## config.mk

```make
export PLATFORM = sky130hd
export DESIGN_NAME = dmem_port_arbiter_flat
export DESIGN_NICKNAME = d
export VERILOG_FILES = /design/src/rtl/dmem_port_arbiter_if.sv /design/src/rtl/dmem_port_arbiter.sv /design/src/flat_wrapper.sv
export SDC_FILE = /design/constraint.sdc
export NUM_CORES = 1
export LEC_CHECK = 0
export ABC_CLOCK_PERIOD_IN_PS = 2300
export CAP_MARGIN = 10
export CORE_MARGIN = 2
export CORE_UTILIZATION = 40
export CTS_CLUSTER_DIAMETER = 200
export CTS_CLUSTER_SIZE = 25
export DETAILED_ROUTE_END_ITERATION = 10
export PLACE_DENSITY = 0.89
export SYNTH_ARGS = -nofsm -noshare
export SYNTH_HDL_FRONTEND = slang
export SYNTH_SLANG_ARGS = --single-unit
export TNS_END_PERCENT = 20
```

## constraint.sdc

```tcl
create_clock -name Clk -period 2.3 [get_ports Clk]
set_input_delay 0.345 -clock Clk [delete_from_list [all_inputs] [get_ports Clk]]
set_output_delay 0.345 -clock Clk [all_outputs]
set_load 0.01 [all_outputs]
```

## src/rtl/dmem_port_arbiter_if.sv

```systemverilog
`default_nettype none
// ============================================================================
// Module   : dmem_port_arbiter_if
// Brief    : Requester-side request/acknowledge bundle for dmem_port_arbiter.
// Revision : 1.0
// ============================================================================
interface dmem_port_arbiter_if;
  logic        req;
  logic        we;
  logic [31:0] addr;
  logic [31:0] wdata;
  logic        ack;
  logic [31:0] rdata;
  logic        err;

  modport master (output req, we, addr, wdata, input  ack, rdata, err);
  modport slave  (input  req, we, addr, wdata, output ack, rdata, err);
endinterface
`default_nettype wire

```

## src/rtl/dmem_port_arbiter.sv

```systemverilog
`default_nettype none
// ============================================================================
// Module   : dmem_port_arbiter
// Brief    : Round-robin CPU/debugger sharing of a single-ported data memory.
//            Optional macro DMEM_ADDR_CHECK_EN traps addresses >= DEPTH.
// Revision : 1.0
// ============================================================================
module dmem_port_arbiter #(
  parameter int DEPTH = 128,
  parameter int CNT_W = 16
) (
  input  logic               Clk,
  input  logic               Rst,
  dmem_port_arbiter_if.slave cpu,
  dmem_port_arbiter_if.slave dbg,
  output logic [31:0]        mem_addr,
  output logic [31:0]        mem_wdata,
  output logic               mem_read,
  output logic               mem_write_en,
  output logic               mem_write,
  input  logic [31:0]        mem_rdata,
  output logic               busy,
  output logic [CNT_W-1:0]   txn_count
);

  typedef enum logic [2:0] {
    S_IDLE  = 3'd0,
    S_READ  = 3'd1,
    S_ARM   = 3'd2,
    S_WRITE = 3'd3,
    S_DONE  = 3'd4
  } state_t;

  localparam logic c_CPU = 1'b0;
  localparam logic c_DBG = 1'b1;
`ifdef DMEM_ADDR_CHECK_EN
  localparam bit c_CHECK_EN = 1'b1;
`else
  localparam bit c_CHECK_EN = 1'b0;
`endif

  state_t           r_state, w_next;
  logic             r_owner, r_last;
  logic             w_take, w_gnt_dbg, w_gnt_we, w_aerr, w_owner_nxt;
  logic [31:0]      w_gnt_addr, w_gnt_wdata, w_done_data;
  logic [31:0]      r_mem_addr, r_mem_wdata, r_cpu_rdata, r_dbg_rdata;
  logic             r_mem_read, r_mem_write_en, r_mem_write, r_busy;
  logic             r_cpu_ack, r_dbg_ack;
  logic [CNT_W-1:0] r_txn;

  // DBG wins a tie only when the CPU held the previous grant.
  always_comb begin
    w_take      = (r_state == S_IDLE) && (cpu.req || dbg.req);
    w_gnt_dbg   = dbg.req && (!cpu.req || (r_last == c_CPU));
    w_gnt_we    = w_gnt_dbg ? dbg.we    : cpu.we;
    w_gnt_addr  = w_gnt_dbg ? dbg.addr  : cpu.addr;
    w_gnt_wdata = w_gnt_dbg ? dbg.wdata : cpu.wdata;
    w_aerr      = c_CHECK_EN && (w_gnt_addr >= 32'(DEPTH));
    w_owner_nxt = w_take ? w_gnt_dbg : r_owner;
    w_done_data = (r_state == S_READ) ? mem_rdata : 32'd0;
  end

  always_comb begin
    w_next = r_state;
    case (r_state)
      S_IDLE: begin
        if (w_take) begin
          if (w_aerr)        w_next = S_DONE;
          else if (w_gnt_we) w_next = S_ARM;
          else               w_next = S_READ;
        end
      end
      S_READ:  w_next = S_DONE;
      S_ARM:   w_next = S_WRITE;
      S_WRITE: w_next = S_DONE;
      S_DONE:  w_next = S_IDLE;
      default: w_next = S_IDLE;
    endcase
  end

  always_ff @(posedge Clk or negedge Rst) begin
    if (!Rst) r_state <= S_IDLE;
    else      r_state <= w_next;
  end

  // Outputs are decoded from the next state so each strobe is a clean register.
  always_ff @(posedge Clk or negedge Rst) begin
    if (!Rst) begin
      r_owner        <= c_CPU;
      r_last         <= c_DBG;
      r_mem_addr     <= 32'd0;
      r_mem_wdata    <= 32'd0;
      r_mem_read     <= 1'b0;
      r_mem_write_en <= 1'b0;
      r_mem_write    <= 1'b0;
      r_busy         <= 1'b0;
      r_cpu_ack      <= 1'b0;
      r_dbg_ack      <= 1'b0;
      r_cpu_rdata    <= 32'd0;
      r_dbg_rdata    <= 32'd0;
      r_txn          <= '0;
    end else begin
      r_mem_read     <= (w_next == S_READ);
      r_mem_write_en <= (w_next == S_ARM);
      r_mem_write    <= (w_next == S_WRITE);
      r_busy         <= (w_next != S_IDLE);
      r_cpu_ack      <= (w_next == S_DONE) && (w_owner_nxt == c_CPU);
      r_dbg_ack      <= (w_next == S_DONE) && (w_owner_nxt == c_DBG);
      if (w_take) begin
        r_owner     <= w_gnt_dbg;
        r_last      <= w_gnt_dbg;
        r_mem_addr  <= w_gnt_addr;
        r_mem_wdata <= w_gnt_wdata;
      end
      if (w_next == S_DONE) begin
        r_txn <= r_txn + CNT_W'(1);
        if (w_owner_nxt == c_DBG) r_dbg_rdata <= w_done_data;
        else                      r_cpu_rdata <= w_done_data;
      end
    end
  end

`ifdef DMEM_ADDR_CHECK_EN
  logic r_cpu_err, r_dbg_err;

  // Entering DONE straight from IDLE only happens for an out-of-range grant.
  always_ff @(posedge Clk or negedge Rst) begin
    if (!Rst) begin
      r_cpu_err <= 1'b0;
      r_dbg_err <= 1'b0;
    end else if (w_next == S_DONE) begin
      if (w_owner_nxt == c_DBG) r_dbg_err <= w_take;
      else                      r_cpu_err <= w_take;
    end
  end

  assign cpu.err = r_cpu_err;
  assign dbg.err = r_dbg_err;
`else
  assign cpu.err = 1'b0;
  assign dbg.err = 1'b0;
`endif

  assign cpu.ack      = r_cpu_ack;
  assign cpu.rdata    = r_cpu_rdata;
  assign dbg.ack      = r_dbg_ack;
  assign dbg.rdata    = r_dbg_rdata;
  assign mem_addr     = r_mem_addr;
  assign mem_wdata    = r_mem_wdata;
  assign mem_read     = r_mem_read;
  assign mem_write_en = r_mem_write_en;
  assign mem_write    = r_mem_write;
  assign busy         = r_busy;
  assign txn_count    = r_txn;

endmodule
`default_nettype wire

```

## src/flat_wrapper.sv

```systemverilog
// flat-port wrapper written by rule: the top's interface ports become plain ports
module dmem_port_arbiter_flat 
#(
  parameter int DEPTH = 128,
  parameter int CNT_W = 16
)
  (Clk, Rst, mem_addr, mem_wdata, mem_read, mem_write_en, mem_write, mem_rdata, busy, txn_count, cpu_req, cpu_we, cpu_addr, cpu_wdata, cpu_ack, cpu_rdata, cpu_err, dbg_req, dbg_we, dbg_addr, dbg_wdata, dbg_ack, dbg_rdata, dbg_err);
  dmem_port_arbiter_if cpu_i ();
  dmem_port_arbiter_if dbg_i ();
  input  logic Clk;
  input  logic Rst;
  output logic [31:0] mem_addr;
  output logic [31:0] mem_wdata;
  output logic mem_read;
  output logic mem_write_en;
  output logic mem_write;
  input  logic [31:0] mem_rdata;
  output logic busy;
  output logic [CNT_W-1:0] txn_count;
  input wire logic [$bits(cpu_i.req)-1:0] cpu_req;
  input wire logic [$bits(cpu_i.we)-1:0] cpu_we;
  input wire logic [$bits(cpu_i.addr)-1:0] cpu_addr;
  input wire logic [$bits(cpu_i.wdata)-1:0] cpu_wdata;
  output wire logic [$bits(cpu_i.ack)-1:0] cpu_ack;
  output wire logic [$bits(cpu_i.rdata)-1:0] cpu_rdata;
  output wire logic [$bits(cpu_i.err)-1:0] cpu_err;
  input wire logic [$bits(dbg_i.req)-1:0] dbg_req;
  input wire logic [$bits(dbg_i.we)-1:0] dbg_we;
  input wire logic [$bits(dbg_i.addr)-1:0] dbg_addr;
  input wire logic [$bits(dbg_i.wdata)-1:0] dbg_wdata;
  output wire logic [$bits(dbg_i.ack)-1:0] dbg_ack;
  output wire logic [$bits(dbg_i.rdata)-1:0] dbg_rdata;
  output wire logic [$bits(dbg_i.err)-1:0] dbg_err;
  assign cpu_i.req = cpu_req;
  assign cpu_i.we = cpu_we;
  assign cpu_i.addr = cpu_addr;
  assign cpu_i.wdata = cpu_wdata;
  assign cpu_ack = cpu_i.ack;
  assign cpu_rdata = cpu_i.rdata;
  assign cpu_err = cpu_i.err;
  assign dbg_i.req = dbg_req;
  assign dbg_i.we = dbg_we;
  assign dbg_i.addr = dbg_addr;
  assign dbg_i.wdata = dbg_wdata;
  assign dbg_ack = dbg_i.ack;
  assign dbg_rdata = dbg_i.rdata;
  assign dbg_err = dbg_i.err;
  dmem_port_arbiter #(.DEPTH(DEPTH), .CNT_W(CNT_W)) u_core (.Clk(Clk), .Rst(Rst), .cpu(cpu_i), .dbg(dbg_i), .mem_addr(mem_addr), .mem_wdata(mem_wdata), .mem_read(mem_read), .mem_write_en(mem_write_en), .mem_write(mem_write), .mem_rdata(mem_rdata), .busy(busy), .txn_count(txn_count));
endmodule
```

== Yosys cells after proc, flatten, opt, wreduce, memory -nomap -nowiden ==
Index checks and enable logic that the tools add are counted.
Cells by class
  $add $sub $neg: 1
  equality and inequality tests: 7
  multiplexer cells: 8
  bitwise logic cells: 2
  reductions and logical operators: 12
Operator list (number)
  $mux W32: 3
  $add A16 B1 Y16 const B: 1
  $eq A3 B2 Y1 const B: 4
  $pmux W3 S3: 1
  $eq A3 B1 Y1 const B: 2
  $logic_and A1 B1 Y1: 4
  $reduce_and A2 Y1: 2
  $eq A3 B3 Y1 const B: 1
  $logic_not A3 Y1: 1
  $mux W3: 1
  $reduce_bool A3 Y1: 1
  $logic_or A1 B1 Y1: 2
  $mux W1: 2
  $mux W2: 1
  $not A1 Y1: 2
  $reduce_or A2 Y1: 1
  $logic_not A1 Y1: 1
Storage, ports and cells
  register bits: 155
  bits of input ports: 166
  output and inout bits: 152

== Logic depth before layout (Yosys ltp) ==
  depth in word-level cells: 9
  depth in mapped cells: 8

== Worst setup path before layout ==
No wires, ideal clock.
  kind: reg2reg
  start point: register u_core.r_state[1]
  end point: register u_core.r_mem_wdata[25] (netlist: u_core.mem_wdata[25])
  library setup time: 0.132 ns
  arrival: 1.471 ns
  required time: 2.168 ns
  setup slack: 0.697 ns
  cell stages (with the launch flop): 7
  path through: dfrtp_1 -> or4_1 -> clkbuf_1 -> buf_2 -> buf_2 -> nand2_1 -> o21ai_1
On the way
  cells in the longest elaborated chain, start to end: 2
RTL lines
  start: declaration: RTL line dmem_port_arbiter.sv:42  | state_t r_state, w_next;
  start signal: assignment: RTL line dmem_port_arbiter.sv:83  | else r_state <= w_next;
  $logic_not A3 Y1: RTL line dmem_port_arbiter.sv:53  | w_take = (r_state == S_IDLE) && (cpu.req || dbg.req);
  $logic_and A1 B1 Y1: RTL line dmem_port_arbiter.sv:53
  end signal: assignment: RTL line dmem_port_arbiter.sv:113  | r_mem_wdata <= w_gnt_wdata;
  end: declaration: RTL line dmem_port_arbiter.sv:46  | logic [31:0] r_mem_addr, r_mem_wdata, r_cpu_rdata, r_dbg_rdata;
Every way passes these cells.
A chain may end at the register's enable or synchronous reset.

== Worst setup path after layout ==
  start point: register u_core.r_txn[3] (netlist: u_core.txn_count[3])
  end point: output txn_count[3]
RTL lines
  start: declaration: RTL line dmem_port_arbiter.sv:49  | logic [CNT_W-1:0] r_txn;
  start signal: assignment: RTL line dmem_port_arbiter.sv:116  | r_txn <= r_txn + CNT_W'(1);
  end: declaration: RTL line flat_wrapper.sv:19  | output logic [CNT_W-1:0] txn_count;
No word-level cell between the ends.

==> results.ini <==
[run_status]
run_status=finished, final reports clean

[pwr]
power.density_nw_per_um2=1270
ir_drop_uv=534
power.leakage_nw=4.56

[synthesis]
synth_common_cells=nand2_1, dfrtp_1, o21ai_1, mux2i_1, o21ai_0
post-synth-top-count-cell=nand2_1
syn_avg_cell_area_um2=10.3
synth_area_um2=6370
synthFlopType=dfrtp_1
synth.area.top_cells=dfrtp_1, nand2_1, mux2i_1
synthCells=620
synthDistinctLibCells=29
synth_edf_count=0
ys_warn_count=0
async_reset_ff_share_pct=100
netlist.area_leader.share_pct=60.5
synth-seq-cells=155
synth_top_area_cell=dfrtp_1
yosysSeqAreaShare_pct=60.9

[global_route]
grt_pass1_vias=5320
grt_use_total_pct=20.9
grt_pass1_wl_um=27100
gr-total-overflow=0
grt_max_degree=78
grt_antenna_before_repair=0

[worst_setup_path]
timing.rr.end=u_core.cpu.rdata[17]$_DFFE_PN0P_
cp-end-kind=output pin
cp.required_ns=1.96
worst-path-max-fanout=6
r2r_cells=6
cp.arrival_ns=1.47
path_depth=1
slowest_delay_ns=0.61
crit_start=u_core.txn_count[3]$_DFFE_PN0N_
crit_type=reg2out
crit_family=buffers and inverters
cp_num_buf_inv=1
timing.critical_path.cells=clkdlybuf4s50_1
crit_slowest_cell=clkdlybuf4s50_1
rrSetupSlack_ns=0.58
critPathCapture=txn_count[3]
cp-start-kind=register
r2r-start=u_core.r_state[2]$_DFF_PN0_

[floorplan]
dieArea_um2=17000
dieWidth_um=130
initial_core_util_pct=40.5
rows=46
core_area_um2=15700
io_pins=318
die_h_um=130

[timing]
drv_slew=0
max_freq_mhz=552
setup_tns_ns=0
period_needed_ns=1.81
whs_ns=0.430
worst_slew_pin_slew_ns=0.500
finalSetupViolCount=0
rsz0062_at_grt=false
worst_slack_ns=0.489
timing_hold_violations_final=0
fin_crit_sh_pct=78.7
max_slew_margin_pct=66.4
skew_ns=0.0112

[routing]
ant_nets=0
drcViolationCount=0
avgRoutedWirePerCell_um=15.4
firstDrtPassIters=4
vias_per_cell=4.76
drt_iter0_drc=190
num_vias=5513
wl_um=17800

[clock_tree]
cts.sinks=155
clk_latency_ns=0.42
clkTransAtPathRegs_ns=0.06
cts_tree=yes
cts_max_path_buffers=2
htreeDepth=4
numCtsBuffers=17
cts-root-buf=clkbuf_16

[placement]
dpl.cell_count=1124
hpwl_um=13700
place_congestion=0.784
port_buffers=315
preCtsSetupSlack_ns=0.255

[job]
max-cap-violations=0

[finish]
nets=1095
fin_cells=1157
diodes=0
drive_gt1_share_pct=5.53
syn_to_final_growth_pct=63.2

[worst_hold_path]
hold_path_class=in2async

==> registers in the layout, summed over array words and instances (netlist names) <==
| signal | flops |
|---|---|
| u_core.busy | 1 |
| u_core.cpu.ack | 1 |
| u_core.cpu.rdata | 32 |
| u_core.dbg.ack | 1 |
| u_core.dbg.rdata | 32 |
| u_core.mem_addr | 32 |
| u_core.mem_read | 1 |
| u_core.mem_wdata | 32 |
| u_core.mem_write | 1 |
| u_core.mem_write_en | 1 |
| u_core.r_last | 1 |
| u_core.r_owner | 1 |
| u_core.r_state | 3 |
| u_core.txn_count | 16 |
==> stage by stage <==
| step | power (mW) | instance area, µm² | util, % |
|---|---|---|---|
| global placement | 10.3 | 9810 | 62.4 |
| finish | 13.2 | 10400 | 66.2 |
| global route | 14.0 | 10400 | 66.2 |
| CTS | 13.3 | 10400 | 66.2 |
| detailed placement | 10.6 | 9810 | 62.4 |
| floorplan | 7.10 | 6370 | - |
==> where the power goes <==
group | switching [mW] | internal, mW
clock network | 1.11 | 1.61
logic | 2.78 | 3.04
registers | 0.689 | 3.95
total | 4.58 | 8.60
==> cells by family after synthesis <==
group	Yosys count	synth area share, %
xor+xnor	15	2.06
compound gates	130	10.3
flops	155	60.9
fa+ha+maj	1	0.196
other cells	1	0.0589
buf+inv	46	3.26
mux	65	10.2
simple gates	207	13.1
==> worst min path at each step <==
stage,start,endpoint,slack (ns),cells after the start
6_report,Rst,u_core.cpu.rdata[3]$_DFFE_PN0P_,0.43,2
5_1_grt,Rst,u_core.cpu.rdata[3]$_DFFE_PN0P_,0.47,2
4_1_cts,Rst,u_core.cpu.rdata[3]$_DFFE_PN0P_,0.43,2
3_5_place_dp,Rst,u_core.cpu.rdata[3]$_DFFE_PN0P_,0.30,1
3_3_place_gp,Rst,u_core.cpu.rdata[3]$_DFFE_PN0P_,0.29,1
2_1_floorplan,Rst,u_core.busy$_DFF_PN0_,0.05,0
==> layout make-up <==
| type | instances | area, µm² |
|---|---|---|
| clock buffer | 20 | 437 |
| clock inverter | 12 | 141 |
| inverter | 4 | 15.0 |
| tap | 216 | 270 |
| fill | 1207 | 5320 |
| multi-input combinational | 420 | 2310 |
| timing repair buffer | 330 | 3340 |
| sequential | 155 | 3880 |
==> metal layers <==
metal	routed length (µm)	GRT usage (%)	vias up
li1	-	-	2687
met1	6900	24.7	2560
met2	9050	36.3	239
met3	1360	5.17	27
met4	463	8.98	0
met5	0	0	-
==> cells in the final DEF (no fill, tap or decap), types with 2 or more instances in the layout <==
cell	netlist	routed
clkinvlp_4	0	2
o21ai_1	72	72
dfrtp_1	154	154
mux2i_1	65	65
xor2_1	5	5
inv_6	0	2
buf_12	0	6
clkdlybuf4s50_1	0	314
conb_1	1	2
clkbuf_16	0	17
nor2_1	7	6
o21ai_0	57	57
xnor2_1	10	10
clkbuf_1	18	3
nand4_1	4	4
and3_1	4	4
clkinv_4	0	5
nor3_1	2	2
inv_1	3	3
nand2_1	177	176
bufinv_16	0	2
nand3_1	5	5
buf_4	3	8
==> timing repair <==
item                      CTS  global route
hold buffers                1             0
resized for setup           0             0
hold endpoints to repair   41             0
buffers inserted            0             0
No activity file was read; power rests on OpenSTA's default activity.
